**src/rtl/fft_sample_buffer.sv**
```systemverilog
// Working-sample RAM and frame sequencer for the in-place FFT core: bit-reversed
// load, core hand-off, natural-order unload, then a one-cycle core clear.
module fft_sample_buffer #(
  parameter  int BIT_WIDTH = 8,
  parameter  int MODE_NUM  = 3,
  parameter  int FFT_SIZE  = 16,
  localparam int ADDR_W    = $clog2(FFT_SIZE),
  localparam int MODE_W    = $clog2(MODE_NUM),
  localparam int DW        = 2 * BIT_WIDTH
) (
  input  logic              clk,
  input  logic              rst,
  input  logic              start_i,
  input  logic [MODE_W-1:0] mode_i,
  input  logic              in_valid_i,
  output logic              in_ready_o,
  input  logic [DW-1:0]     in_data_i,
  output logic              fft_init_o,
  output logic              fft_clr_o,
  input  logic              fft_ready_i,
  input  logic [ADDR_W-1:0] fft_addr_i,
  input  logic              fft_wr_en_i,
  input  logic [DW-1:0]     fft_wdata_i,
  output logic [DW-1:0]     fft_rdata_o,
  output logic              out_valid_o,
  input  logic              out_ready_i,
  output logic [DW-1:0]     out_data_o,
  output logic              busy_o
);

  typedef enum logic [2:0] {
    S_IDLE, S_LOAD, S_KICK, S_RUN, S_UNLOAD, S_CLR
  } state_t;

  state_t              state_q, state_d;
  logic [ADDR_W-1:0]   cnt_q, cnt_d;
  logic [MODE_W-1:0]   mode_q, mode_d;
  logic [DW-1:0]       mem_q [FFT_SIZE];

  logic                mem_we;
  logic [ADDR_W-1:0]   mem_waddr;
  logic [DW-1:0]       mem_wdata;
  int                  n_bits;
  logic [ADDR_W-1:0]   n_last;

  // Reverse only the low n bits; the upper address bits stay zero.
  function automatic logic [ADDR_W-1:0] bitrev(input logic [ADDR_W-1:0] a, input int n);
    logic [ADDR_W-1:0] r;
    r = '0;
    for (int i = 0; i < ADDR_W; i++)
      if (i < n) r[i] = a[n-1-i];
    return r;
  endfunction

  assign n_bits = 2 + int'(mode_q);
  assign n_last = ADDR_W'((1 << n_bits) - 1);

  assign fft_rdata_o = mem_q[fft_addr_i];
  assign out_data_o  = mem_q[cnt_q];

  always_comb begin
    state_d     = state_q;
    cnt_d       = cnt_q;
    mode_d      = mode_q;
    mem_we      = 1'b0;
    mem_waddr   = '0;
    mem_wdata   = '0;
    in_ready_o  = 1'b0;
    fft_init_o  = 1'b0;
    fft_clr_o   = 1'b0;
    out_valid_o = 1'b0;
    busy_o      = (state_q != S_IDLE);
    case (state_q)
      S_IDLE: begin
        if (start_i) begin
          // Sizes beyond the largest supported one fall back to the largest.
          mode_d  = (mode_i >= MODE_W'(MODE_NUM-1)) ? MODE_W'(MODE_NUM-1) : mode_i;
          cnt_d   = '0;
          state_d = S_LOAD;
        end
      end
      S_LOAD: begin
        in_ready_o = 1'b1;
        if (in_valid_i) begin
          mem_we    = 1'b1;
          mem_waddr = bitrev(cnt_q, n_bits);
          mem_wdata = in_data_i;
          cnt_d     = cnt_q + 1'b1;
          if (cnt_q == n_last) begin
            cnt_d   = '0;
            state_d = S_KICK;
          end
        end
      end
      S_KICK: begin
        fft_init_o = 1'b1;
        state_d    = S_RUN;
      end
      S_RUN: begin
        if (fft_wr_en_i) begin
          mem_we    = 1'b1;
          mem_waddr = fft_addr_i;
          mem_wdata = fft_wdata_i;
        end
        if (fft_ready_i) begin
          cnt_d   = '0;
          state_d = S_UNLOAD;
        end
      end
      S_UNLOAD: begin
        out_valid_o = 1'b1;
        if (out_ready_i) begin
          cnt_d = cnt_q + 1'b1;
          if (cnt_q == n_last) begin
            cnt_d   = '0;
            state_d = S_CLR;
          end
        end
      end
      S_CLR: begin
        fft_clr_o = 1'b1;
        state_d   = S_IDLE;
      end
      default: state_d = S_IDLE;
    endcase
  end

  always_ff @(posedge clk) begin
    if (rst) begin
      state_q <= S_IDLE;
      cnt_q   <= '0;
      mode_q  <= '0;
    end else begin
      state_q <= state_d;
      cnt_q   <= cnt_d;
      mode_q  <= mode_d;
    end
  end

  // RAM is deliberately not reset; a write racing a reset is dropped.
  always_ff @(posedge clk) begin
    if (mem_we && !rst) mem_q[mem_waddr] <= mem_wdata;
  end

endmodule
```
**config.mk**
```make
export PLATFORM = sky130hd
export DESIGN_NAME = fft_sample_buffer
export DESIGN_NICKNAME = d
export VERILOG_FILES = /design/src/rtl/fft_sample_buffer.sv
export SDC_FILE = /design/constraint.sdc
export NUM_CORES = 1
export LEC_CHECK = 0
export ABC_CLOCK_PERIOD_IN_PS = 5300
export CORE_ASPECT_RATIO = 0.75
export CORE_MARGIN = 1
export CORE_UTILIZATION = 34
export CTS_CLUSTER_SIZE = 16
export DETAILED_ROUTE_END_ITERATION = 16
export RECOVER_POWER = 50
export REMOVE_ABC_BUFFERS = 1
export SLEW_MARGIN = 20
export SYNTH_ARGS = -nofsm -noshare
export SYNTH_HDL_FRONTEND = slang
export SYNTH_SLANG_ARGS = --single-unit
```
**constraint.sdc**
```tcl
create_clock -name clk -period 5.3 [get_ports clk]
set_clock_uncertainty 0.15 [all_clocks]
set_input_delay 0.53 -clock clk [delete_from_list [all_inputs] [get_ports clk]]
set_output_delay 0.53 -clock clk [all_outputs]
set_load 0.05 [all_outputs]
```
# After elaboration in Yosys (flattened, before gate mapping)
# Memories as Yosys holds them, arrays and structs flattened. A register that Yosys moved wholly into a read port is not among the register bits.
# Index checks and enable logic that the tools add are counted.
dict set report word_totals {
  output_inout_bits 37
  reg_bits 9
  inputBits 45
  wordCells 88
  latchBits 0
  memories 1
  ramBits 256
  rom_bits 0
}
dict set report op_classes {
  n_mul 0
  n_lt_le_gt_ge 9
  muxes 47
  n_eq_ne 12
  div_mod_pow 0
  n_shift 1
  add_sub_neg 7
  bitwise_logic 0
  n_reduce_logical 8
}
# name words word_bits read_ports rd_ports_with_merged_regs write_ports line
set mem_list {}
lappend mem_list {mem_q 16 16 2 1 1 38} ;# logic [DW-1:0] mem_q [FFT_SIZE];
# op n
set ops {}
lappend ops {{32-bit by 4-bit < comparator with 1-bit output, second input constant} 2}
lappend ops {{4-bit two-way mux} 9}
lappend ops {{16-bit two-way mux} 2}
lappend ops {{16-bit one-hot mux with 2 select lines} 1}
lappend ops {{1-bit two-way mux} 20}
lappend ops {{3-bit two-way mux} 6}
lappend ops {{4-bit one-hot mux with 4 select lines} 1}
lappend ops {{3-bit one-hot mux with 5 select lines} 1}
lappend ops {{2-bit != test, second input constant} 6}
lappend ops {{4-bit by 3-bit subtractor with 5-bit output, second input constant} 2}
lappend ops {{1-bit binary-select mux with 2-bit select} 4}
lappend ops {{4-bit one-hot mux with 2 select lines} 1}
lappend ops {{3-bit by 2-bit equality test with 1-bit output, second input constant} 2}
lappend ops {{3-bit equality test, second input constant} 2}
lappend ops {{1-bit by 3-bit < comparator with 1-bit output, first input constant} 2}
lappend ops {{2-bit by 3-bit < comparator with 1-bit output, first input constant} 2}
lappend ops {{6-bit AND reduction} 1}
lappend ops {{5-bit by 4-bit < comparator with 1-bit output, second input constant} 1}
lappend ops {{5-bit AND reduction} 1}
lappend ops {{4-bit by 2-bit subtractor with 5-bit output, second input constant} 1}
lappend ops {{4-bit by 1-bit adder with 4-bit output, second input constant} 1}
lappend ops {{4-bit equality test} 1}
lappend ops {{4-bit < comparator, second input constant} 1}
lappend ops {{4-bit nonzero test} 1}
lappend ops {{other kinds (13)} 13}

# Longest topological paths before layout
# Gate-level depths: netlist (run 1).
dict set report depth {
  word_depth 9
  ltp_mapped 8
}

# Least setup slack after synthesis (run 1)
# Ideal clock, no wire load.
dict set report synth_path {
  path_kind {register -> register}
  from {register mode_q[0]}
  to {memory mem_q[12][0] (netlist bit), enable pin}
  path_buffers 2
  required_time_ns 4.672
  t_arrival_ns 4.279
  setup_ns 0.478
  path_stages_with_launch 9
  setup_slack_ns 0.393
  cell_sequence {dfxtp_1 > buf_6 > inv_1 > ha_1 > clkbuf_1 > mux2_2 > nand3_1 > a31oi_1 > a2111oi_0}
}
dict set report synth_via {
  elab_chain_cells 9
  elab_cells_between_ends 27
  cone_classes {add/sub (5); order compare (4); mux (18)}
}
# element line
set synth_rtl {}
lappend synth_rtl {{start, declared} 37} ;# logic [MODE_W-1:0] mode_q, mode_d;
lappend synth_rtl {{start signal, assigned} 136} ;# mode_q <= mode_d;
lappend synth_rtl {{2-bit by 2-bit adder with 3-bit output *} 55} ;# assign n_bits = 2 + int'(mode_q);
lappend synth_rtl {{3-bit by 1-bit subtractor with 4-bit output} 51} ;# if (i < n) r[i] = a[n-1-i];
lappend synth_rtl {{4-bit by 2-bit subtractor with 5-bit output or 4-bit by 3-bit subtractor with 5-bit output (tied branches)} 51}
lappend synth_rtl {{1-bit binary-select mux with 2-bit select} 51}
lappend synth_rtl {{1-bit two-way mux (not written as such) (2 in a row)} 51}
lappend synth_rtl {{1-bit two-way mux} 51}
lappend synth_rtl {{4-bit two-way mux *} 84} ;# if (in_valid_i) begin
lappend synth_rtl {{4-bit one-hot mux with 2 select lines *} 73} ;# case (state_q)
lappend synth_rtl {{end, declared} 38}
# Every way passes the cells marked *; elsewhere a longest branch is shown, timed or not. The select of a mux whose other input is x is not followed.

==> results of run 1 <==
## worst max-delay path, cell delays in order (launching register included)
cell and delay (ps):
dfxtp_4 790, buf_12 380, mux4_2 590, mux4_2 520, clkdlybuf4s50_1 730
## cells in the final DEF (no fill, tap or decap), types with 2 or more instances in the layout
cell type,count
dfxtp_2,2
nor3b_1,5
a31oi_1,3
clkbuf_8,2
inv_1,6
clkinv_1,4
a211oi_2,4
buf_12,4
dlygate4sd3_1,5
nor3_2,4
nor2_1,10
buf_4,27
clkdlybuf4s50_1,74
clkinvlp_4,2
mux2_2,5
nand2_1,13
clkinv_2,2
nand4_1,4
o21ai_0,4
ha_1,6
nor4_2,3
mux4_2,163
nand3_1,8
and3_1,2
clkbuf_1,12
edfxtp_1,256
a32oi_1,2
clkbuf_16,29
nor2_2,2
a21oi_1,7
a32o_1,3
bufinv_16,2
nand3b_1,2
a22o_1,17
or2_2,2
dfxtp_1,10
## layout make-up
cell class              count  area share
flip-flops and latches    269       0.521
clock buffers              42      0.0520
clock inverters            11     0.00713
well taps                 504      0.0413
repair buffers            112      0.0709
inverters                   6     0.00147
multi-input cells         293       0.306
## report_power, final
part	switching [W]	leakage [nW]	internal (W)	total (W)
registers	0.0000313	2.50	0.00235	0.00238
logic	0.000328	1.77	0.000274	0.000602
clock network	0.000797	0.432	0.00113	0.00193
total	0.00116	4.71	0.00376	0.00491
## cells by family (layout without fill, tap and decap cells)
logic type | after synthesis | in the layout | share of synthesized area
simple gates | 68 | 68 | 0.0300
fa+ha+maj | 6 | 6 | 0.00587
xor+xnor | 3 | 3 | 0.00323
flops | 269 | 269 | 0.621
mux | 169 | 169 | 0.292
compound gates | 47 | 47 | 0.0280
buf+inv | 58 | 171 | 0.0194
## cells in the mapped netlist (7+ instances only)
cell type / n / area share
edfxtp_1: 256 / 0.60
mux4_2: 163 / 0.29
clkbuf_1: 24 / 0.0070
a22o_1: 17 / 0.012
buf_2: 17 / 0.0067
dfxtp_1: 13 / 0.020
nand2_1: 13 / 0.0038
nor2_1: 13 / 0.0038
buf_1: 9 / 0.0026
nand3_1: 8 / 0.0031
a21oi_1: 7 / 0.0027
## how the worst min path moves through the flow
stage                               start       end  slack (ps)
floorplan           cnt_q[0]$_SDFFE_PP0N_  register         370
global placement    cnt_q[0]$_SDFFE_PP0N_  register         420
detailed placement  cnt_q[0]$_SDFFE_PP0N_  register         440
CTS                 cnt_q[0]$_SDFFE_PP0N_  register         450
global route        cnt_q[0]$_SDFFE_PP0N_  register         480
finish              cnt_q[0]$_SDFFE_PP0N_  register         450
## registers in the layout, summed over array words and instances, names as in the netlist, named ones only
name,count
state_q,3
cnt_q,4
mem_q,256
mode_q,2
## per-stage QoR
step            util  hold slack (ps)  total power, W  cell area (sq um)  setup slack, ps
6_report       0.412              452         0.00491              15300             1030
3_5_place_dp   0.388              437         0.00304              14400             1240
2_1_floorplan      -              367         0.00281              12600            -1020
3_3_place_gp   0.388              418         0.00303              14400             1150
4_1_cts        0.412              446         0.00496              15300              937
5_1_grt        0.412              482         0.00506              15300              847
## per-layer routing
layer	track usage	vias to the layer above	wire length (um)
met4	0.0308	0	491
met2	0.284	288	16000
met3	0.0278	38	2170
met1	0.257	3802	14500
met5	0	-	0
li1	-	2917	-
==> metrics.sh, run 1 <==
RUN_STATUS='complete, but fails checks'
FAILED_CHECKS='max-capacitance violations, max-slew violations'
CRITICAL_PATH.ENDPOINT='out_data_o[10]'
POSTCTSRESIZEDCELLS=0
RRSETUPSLACK_PS=1120
NETS=762
TIGHTEST_SLEW_PS=1510
NUMBER_OF_BUFFERS_INSERTED_BY_POST_CTS_SETUP_REPAIR=0
PORT_BUFFERS=81
VDD.IR_DROP.WORST_mV=0.252
AREA.SEQUENTIAL_SQ_UM=7950
POST-PLACE-CELLS=1184
IO-PIN-COUNT=82
POST_LAYOUT_NONFILLER_INSTANCES=1237
HOLD_CLASS='reg2reg'
CRIT_PATH_MAX_FANOUT=34
HOLD_DEPTH=2
N_ANTENNA_CELL=0
CTS_TREE='built'
CLOCK_SINK_COUNT=269
FLOW.AREA_GROWTH_FROM_SYNTHESIS_PCT=19.4
CRIT-REG2REG-CAPTURE='mem_q[0][5]$_DFFE_PP_'
UNIQUE_MASTERS_POST_SYNTH=50
SYNTH_CELLS=620
GRT_ANTENNA_BEFORE_REPAIR=0
CTS-HOLD-FIX-BUFFERS=0
INITIAL_CORE_UTIL=0.345
MAX_CLOCK_FREQ_MHz=234
DIE_W_UM=226
CLK-INSERTION-DELAY-LATE_PS=530
CELLPOWERDENSITY_nW_PER_UM2=322
DP_HPWL_MM=21.3
CTS_HTREE_LEVELS=1
SYNTH_ASYNC_SR_FLOP_SHARE=0
CRIT-REG2REG-LAUNCH='state_q[0]$_SDFFE_PP0P_'
CLOCK_TREE_ROOT_DRIVER_CELL='clkbuf_16'
DETAIL_ROUTE.WIRELENGTH_MM=33.2
SETUP_TOTAL_NEG_SLACK_PS=0
ROWS=61
YS.WARNINGS.COUNT=0
DRCVIOLATIONCOUNT=0
SYNTH_ENABLE_FLOP_CELLS=256
FLOORPLAN.DIE.HEIGHT_UM=170
WORST-ENDPOINT-REQUIRED_PS=4620
DATA_ARRIVAL_CRITICAL_PATH_PS=3590
SYNTH-MAIN-FF-CELL='edfxtp_1'
SYNTH.CELL_AREA_SQ_UM=12800
CRITICAL_PATH_CLASS='reg2out'
SLEW_HEADROOM=-0.0190
ANTENNA_VIOLATING_NETS_LEFT=0
GRT_USAGE=0.177
GLOBALROUTEOVERFLOWTOTAL=0
CLOCK_INPUT_TRANSITION_AT_THE_SEQUENTIAL_CELLS_OF_THE_WORST_SETUP_AND_HOLD_PATHS_PS=50
SYNTH-SEQ-AREA-SHARE=0.621
AREA_OF_THE_MULTI_INPUT_GATES_SQ_UM=4680
R2R_CELLS=6
AVGVIACOUNTPERCELL=5.70
SETUP_VIOL_COUNT_FINAL=0
N_FILL_CELL=3251
DR.PASS1.ITERS=6
FLOP_AND_LATCH_COUNT_OUT_OF_SYNTHESIS=269
POSTSYNTHAREAPERCELL_SQ_UM=20.6
MAX-CAP-VIOLATIONS=1
GRT_SETUP_UNREPAIRED='false'
PLACE_CONGESTION=0.827
FINALHOLDVIOLATIONS=0
GRT_PASS1_WL_MM=49.1
NUMBER_OF_GLOBAL_ROUTE_VIAS_BEFORE_REPAIR=7309
CRIT_PATH_START_KIND='register'
FLOORPLAN_DIE_AREA_SQ_UM=38400
ROUTEDWLPERCELL_UM=26.9
FINAL-MAX-SLEW-VIOLATION-COUNT=11
CLK_BUF_DEPTH=3
LAYOUT_WORST_PATH_CYCLE_SHARE=0.806
SETUP.WORST_PATH.END_CLASS='output port'
INITIALDRTVIOLATIONCOUNT=728
DRIVE_ABOVE_1_SHARE=0.356
GRT_MAX_DEGREE=65
NUMCTSBUFFERS=29
FINALCRITICALPERIOD_PS=4270
DESIGN.CORE.AREA_SQ_UM=37100
VIA_COUNT=7045
POWER.LEAKAGE_nW=4.71
No activity file was read; power rests on OpenSTA's default activity.
==> run 2, diff against run 1 <==
- ABC_CLOCK_PERIOD_IN_PS: 5300 -> 3740
- clock period: 5.3 -> 3.74 ns (I/O delays scaled with it)
==> run 2 against run 1 <==
Against the previous run:
- the run now ends clean
- utilization is 0.36 points higher
- first-iteration DRC count decreased by 6.6%
- sequential share of layout area decreased by 0.47 points
- largest power group unchanged
- sequential power rose by 41%
- critical path type unchanged
- non-clock buffer count grew 20
- design area is 0.89% higher
- clock power rose by 39%
==> metrics.sh, run 2 (same netlist as run 1, synthesis figures left out) <==
SETUP_VIOL_COUNT_FINAL=0  # unchanged
WORST-ENDPOINT-REQUIRED_PS=3220  # -1400 ps
FLOORPLAN.DIE.HEIGHT_UM=170  # unchanged
AVGVIACOUNTPERCELL=5.69  # about the same
IO-PIN-COUNT=82  # unchanged
GRT_MAX_DEGREE=65  # unchanged
N_FILL_CELL=3275  # +0.74%
SETUP_TOTAL_NEG_SLACK_PS=0  # unchanged
CRIT_PATH_MAX_FANOUT=15  # -56%
DATA_ARRIVAL_CRITICAL_PATH_PS=2990  # -600 ps
INITIAL_CORE_UTIL=0.345  # unchanged
NUMBER_OF_GLOBAL_ROUTE_VIAS_BEFORE_REPAIR=7614  # +4.2%
AREA_OF_THE_MULTI_INPUT_GATES_SQ_UM=4680  # about the same
CLOCK_SINK_COUNT=269  # unchanged
INITIALDRTVIOLATIONCOUNT=680  # -6.6%
N_ANTENNA_CELL=0  # unchanged
FLOORPLAN_DIE_AREA_SQ_UM=38400  # unchanged
FINALCRITICALPERIOD_PS=3520
PRECTSSETUPSLACK_PS=354  # -885 ps
POWER.LEAKAGE_nW=4.89  # +3.8%
CTS_HTREE_LEVELS=1  # unchanged
CTS_TREE='built'
GRT_ANTENNA_BEFORE_REPAIR=0  # unchanged
NETSWITCHINGFRACTION=0.240  # +0.00491
CRITICAL_PATH_CLASS='reg2out'
INTERNAL_POWER_W=0.00526  # +40%
AREA.SEQUENTIAL_SQ_UM=7950  # about the same
NETS=780  # +2.4%
CP_COMMON_CELL='mux4_2'
SETUP_SLACK_PS=225  # -806 ps
ROUTEDWLPERCELL_UM=27.9  # +3.8%
ROWS=61  # unchanged
LAYOUT_WORST_PATH_CYCLE_SHARE=0.940
DESIGN.CORE.AREA_SQ_UM=37100  # unchanged
CRIT_PATH_START_KIND='register'
VDD.IR_DROP.WORST_mV=0.322  # +27%
DIE_W_UM=226  # unchanged
CLK_BUF_DEPTH=3  # unchanged
MOST-COMMON-LAYOUT-CELLS='edfxtp_1 (256), mux4_2 (163), buf_4 (56)'
CLOCKPOWERSHARE=0.388  # -0.005
FINALHOLDVIOLATIONS=0  # unchanged
NUMCTSBUFFERS=27  # -6.9%
GRT_SETUP_UNREPAIRED='false'
POST_LAYOUT_NONFILLER_INSTANCES=1253  # +1.3%
CLOCK_INPUT_TRANSITION_AT_THE_SEQUENTIAL_CELLS_OF_THE_WORST_SETUP_AND_HOLD_PATHS_PS=60  # about the same
SETUP.WORST_PATH.END_CLASS='output port'
MAX-CAP-VIOLATIONS=0  # -1
TOP_REGS='mem_q (256), cnt_q (4), state_q (3)'
DETAIL_ROUTE.WIRELENGTH_MM=35.0  # +5.2%
COMBPWRFRAC=0.127  # +0.005
RUN_STATUS='finished clean'
FLOW.AREA_GROWTH_FROM_SYNTHESIS_PCT=20.4
CLOCK_TREE_ROOT_DRIVER_CELL='clkbuf_16'
DRIVE_ABOVE_1_SHARE=0.395  # +0.0391
MAX_CLOCK_FREQ_MHz=284
DP_HPWL_MM=23.1  # +8.3%
CELLPOWERDENSITY_nW_PER_UM2=450  # +40%
CLK-INSERTION-DELAY-LATE_PS=530  # about the same
POST-PLACE-CELLS=1204  # +1.7%
FINAL-MAX-SLEW-VIOLATION-COUNT=0  # -11
LARGEST_REG_FLOPS=256  # unchanged
TIGHTEST_SLEW_PS=961  # -547 ps
DR.PASS1.ITERS=4  # -2
VIA_COUNT=7134  # +1.3%
MAX_STAGE_DELAY_PS=730  # -60 ps
ANTENNA_VIOLATING_NETS_LEFT=0  # unchanged
PLACE_CONGESTION=0.896  # +8.3%
P_SEQ_FRAC=0.485  # about the same
TOP_REG_BY_FLOPS='mem_q'
HOLD_CLASS='in2reg'
P_SWITCHING_W=0.00166  # +44%
GRT_USAGE=0.187  # +0.0102
CRIT_SLOWEST_CELL='clkdlybuf4s50_1'
LAYOUT.CELLS.MOST_COMMON='edfxtp_1'
PORT_BUFFERS=81  # unchanged
GLOBALROUTEOVERFLOWTOTAL=0  # unchanged
GRT_PASS1_WL_MM=51.4  # +4.6%
DRCVIOLATIONCOUNT=0  # unchanged
CRIT_PATH_CELL_TRACE='mux4_2 -> mux4_2 -> clkdlybuf4s50_1'
CTS-HOLD-FIX-BUFFERS=0  # unchanged
SLEW_HEADROOM=0.356  # +0.375
## run 2: changes by cell type in the layout (fill, tap and decap cells not counted), sizes merged, moves of 3 or more
cell / before / now
dlymetal6s2s: 0 / 8
dlygate4sd2: 0 / 5
clkdlybuf4s50: 74 / 46
buf: 32 / 65
clkinv: 6 / 9
clkbuf: 43 / 36
## run 2: final cells by class
type	instances	share of cell area
timing repair buffer	132	0.0810
inverter	6	0.00146
tap	504	0.0409
clock inverter	17	0.0116
clock buffer	32	0.0451
sequential	269	0.516
multi-input combinational	293	0.304
## run 2: what timing repair did
action | 4_1_cts | 5_1_grt
setup buffers | 0 | 0
gates resized for setup | 5 | 8
setup endpoints to repair | 5 | 8
## run 2: power by group through the flow
stage	clock [W]	combinational, W	sequential (W)
2_1_floorplan	0	0.000532	0.00345
4_1_cts	0.00273	0.000899	0.00336
5_1_grt	0.00284	0.000931	0.00336
3_5_place_dp	0	0.000902	0.00343
3_3_place_gp	0	0.000888	0.00342
6_report	0.00269	0.000880	0.00336
## run 2: routing by layer
| metal | vias up | wire length [um] | track usage |
|---|---|---|---|
| met5 | - | 0 | 0 |
| met2 | 284 | 16700 | 0.301 |
| met1 | 3837 | 15100 | 0.260 |
| li1 | 2962 | - | - |
| met3 | 51 | 2240 | 0.0399 |
| met4 | 0 | 847 | 0.0455 |
## run 2: through the flow
stage | utilization | hold slack (ps) | power [W] | cell area, sq um
global placement | 0.392 | 418 | 0.00431 | 14500
CTS | 0.416 | 299 | 0.00699 | 15400
finish | 0.415 | 323 | 0.00693 | 15400
global route | 0.415 | 322 | 0.00713 | 15400
detailed placement | 0.392 | 440 | 0.00433 | 14500
floorplan | - | 293 | 0.00398 | 12600
## run 2: worst max-delay path: cells and delay by family, from the launching register on
family | cells | cell delay (ps)
buf+inv | 1 | 730
flops | 1 | 590
mux | 2 | 1110
## run 2: final timing paths
| check | slack (ps) | end | start | cells after the start |
|---|---|---|---|---|
| max reg2reg | 280 | mem_q[15][13]$_DFFE_PP_ | state_q[0]$_SDFFE_PP0P_ | 6 |
| max | 220 | out_data_o[4] | register | 3 |
| min | 320 | mode_q[0]$_SDFFE_PP0P_ | mode_i[0] | 3 |
| min reg2reg | 450 | register | cnt_q[0]$_SDFFE_PP0N_ | 2 |
==> run 3, diff against run 2 <==
- RECOVER_POWER: 50 -> unset
==> run 3 against run 2 <==
Against the previous run:
- wire length about the same
- clock power about the same
- die area did not move
- final cell count unchanged
- clock-buffer cell count stayed put
- sequential share of layout area shrank 0.096 points
- global-route usage is the same
- setup slack better by 4.3 ps
- register-to-register slack improved by 290 ps
- non-clock buffer count is the same
- critical path type unchanged
- largest cell class unchanged
==> metrics.sh, run 3 (same netlist as run 1, synthesis figures left out) <==
SETUP_TOTAL_NEG_SLACK_PS=0  # unchanged
CLOCK_SINK_COUNT=269  # unchanged
DRIVE_ABOVE_1_SHARE=0.402  # +0.00668
FLOORPLAN_DIE_AREA_SQ_UM=38400  # unchanged
PRECTSSETUPSLACK_PS=354  # unchanged
INITIALDRTVIOLATIONCOUNT=670  # -1.5%
IO-PIN-COUNT=82  # unchanged
PORT_BUFFERS=81  # unchanged
CLOCK_INPUT_TRANSITION_AT_THE_SEQUENTIAL_CELLS_OF_THE_WORST_SETUP_AND_HOLD_PATHS_PS=60  # about the same
CLK_BUF_DEPTH=3  # unchanged
P_SEQ_FRAC=0.485  # about the same
FINAL-MAX-SLEW-VIOLATION-COUNT=0  # unchanged
INTERNAL_POWER_W=0.00527  # +0.11%
SETUP_VIOL_COUNT_FINAL=0  # unchanged
CTS_HTREE_LEVELS=1  # unchanged
LARGEST_REG_FLOPS=256  # unchanged
RRSETUPSLACK_PS=570  # +290 ps
FINALHOLDVIOLATIONS=0  # unchanged
MAX_CLOCK_FREQ_MHz=285  # +0.12%
SETUP_SLACK_PS=229  # +4.26 ps
HOLD_CLASS='in2reg'
DESIGN.CORE.AREA_SQ_UM=37100  # unchanged
DP_HPWL_MM=23.1  # unchanged
GRT_ANTENNA_BEFORE_REPAIR=0  # unchanged
ROUTEDWLPERCELL_UM=27.9  # about the same
GLOBALROUTEOVERFLOWTOTAL=0  # unchanged
DR.PASS1.ITERS=5  # +1
MOST-COMMON-LAYOUT-CELLS='edfxtp_1 (256), mux4_2 (163), buf_4 (60)'
VIA_COUNT=7131  # -0.042%
CELLPOWERDENSITY_nW_PER_UM2=449  # about the same
MAX-CAP-VIOLATIONS=0  # unchanged
CRIT_PATH_START_KIND='register'
P_TOTAL_W=0.00693  # about the same
DIE_W_UM=226  # unchanged
COMBPWRFRAC=0.128  # about the same
DETAIL_ROUTE.WIRELENGTH_MM=35.0  # about the same
TOP_REGS='mem_q (256), cnt_q (4), state_q (3)'
FIN_WORST_HOLD_SLACK_PS=323  # -0.478 ps
CLK-INSERTION-DELAY-LATE_PS=530  # about the same
PLACE_CONGESTION=0.896  # unchanged
CTS-HOLD-FIX-BUFFERS=0  # unchanged
GRT_MAX_DEGREE=65  # unchanged
DRCVIOLATIONCOUNT=0  # unchanged
SLEW_HEADROOM=0.359  # +0.00306
LAYOUT.CELLS.MOST_COMMON='edfxtp_1'
CLOCKPOWERSHARE=0.387  # about the same
NETS=780  # unchanged
DATA_ARRIVAL_CRITICAL_PATH_PS=2990  # about the same
SETUP.WORST_PATH.END_CLASS='output port'
VDD.IR_DROP.WORST_mV=0.322  # +0.19%
P_SWITCHING_W=0.00166  # about the same
POWER.LEAKAGE_nW=4.89  # about the same
FINALCRITICALPERIOD_PS=3510  # -4.26 ps
NETSWITCHINGFRACTION=0.240  # about the same
LAYOUT_WORST_PATH_CYCLE_SHARE=0.939  # -0.00114
WORST-ENDPOINT-REQUIRED_PS=3220  # about the same
GRT_PASS1_WL_MM=51.4  # unchanged
RUN_STATUS='finished clean'
GRT_SETUP_UNREPAIRED='false'
AVGVIACOUNTPERCELL=5.69  # about the same
FLOW.AREA_GROWTH_FROM_SYNTHESIS_PCT=20.6
CRITICAL_PATH_CLASS='reg2out'
ROWS=61  # unchanged
GRT_USAGE=0.187  # unchanged
CTS_TREE='built'
INITIAL_CORE_UTIL=0.345  # unchanged
FLOORPLAN.DIE.HEIGHT_UM=170  # unchanged
NUMCTSBUFFERS=27  # unchanged
ANTENNA_VIOLATING_NETS_LEFT=0  # unchanged
NUMBER_OF_GLOBAL_ROUTE_VIAS_BEFORE_REPAIR=7614  # unchanged
N_ANTENNA_CELL=0  # unchanged
CRIT_PATH_MAX_FANOUT=15  # unchanged
NUMBER_OF_BUFFERS_INSERTED_BY_POST_CTS_SETUP_REPAIR=0  # unchanged
TOP_REG_BY_FLOPS='mem_q'
CLOCK_TREE_ROOT_DRIVER_CELL='clkbuf_16'
TIGHTEST_SLEW_PS=956  # -4.57 ps
==> run 3: timing repair <==
item	4_1_cts	5_1_grt
gates cloned	0	0
setup endpoints to repair	5	8
gates resized for setup	5	8
==> run 3: final timing paths <==
kind / from / endpoint / cells after the start
max: register / out_data_o[4] / 3
min: fft_ready_i / state_q[2]$_SDFFE_PP0P_ / 3
max reg2reg: mode_q[1]$_SDFFE_PP0P_ / mem_q[9][4]$_DFFE_PP_ / 7
min reg2reg: cnt_q[0]$_SDFFE_PP0N_ / register / 2
==> run 3: power by group through the flow <==
stage / combinational, W / sequential, W / clock (W)
finish: 0.000885 / 0.00336 / 0.00269
global route: 0.000937 / 0.00336 / 0.00284
CTS: 0.000899 / 0.00336 / 0.00273
detailed placement: 0.000902 / 0.00343 / 0
global placement: 0.000888 / 0.00342 / 0
floorplan: 0.000532 / 0.00345 / 0
==> run 3: metal layers <==
layer	routed length, um	global-route usage	vias to the layer above
li1	-	-	2962
met1	15100	0.260	3840
met2	16800	0.301	280
met3	2190	0.0399	49
met4	818	0.0455	0
met5	0	0	-
==> run 3: area by class of cell <==
type / count / area (sq um)
Tap cell: 504 / 631
Inverter: 6 / 22.5
Fill cell: 3269 / 21700
Timing Repair Buffer: 132 / 1260
Sequential cell: 269 / 7950
Clock buffer: 32 / 694
Clock inverter: 17 / 179
Multi-Input combinational cell: 293 / 4690
==> run 3: critical path: stages, from the launching register on <==
cell	delay, ps
dfxtp_4	590
mux4_2	560
mux4_2	550
clkdlybuf4s50_1	730
==> run 3: metrics by stage <==
| step | util | instance area [sq um] | cells |
|---|---|---|---|
| floorplan | - | 12600 | 568 |
| global placement | 0.392 | 14500 | 1204 |
| detailed placement | 0.392 | 14500 | 1204 |
| CTS | 0.416 | 15400 | 1253 |
| global route | 0.416 | 15400 | 1253 |
| finish | 0.416 | 15400 | 1253 |
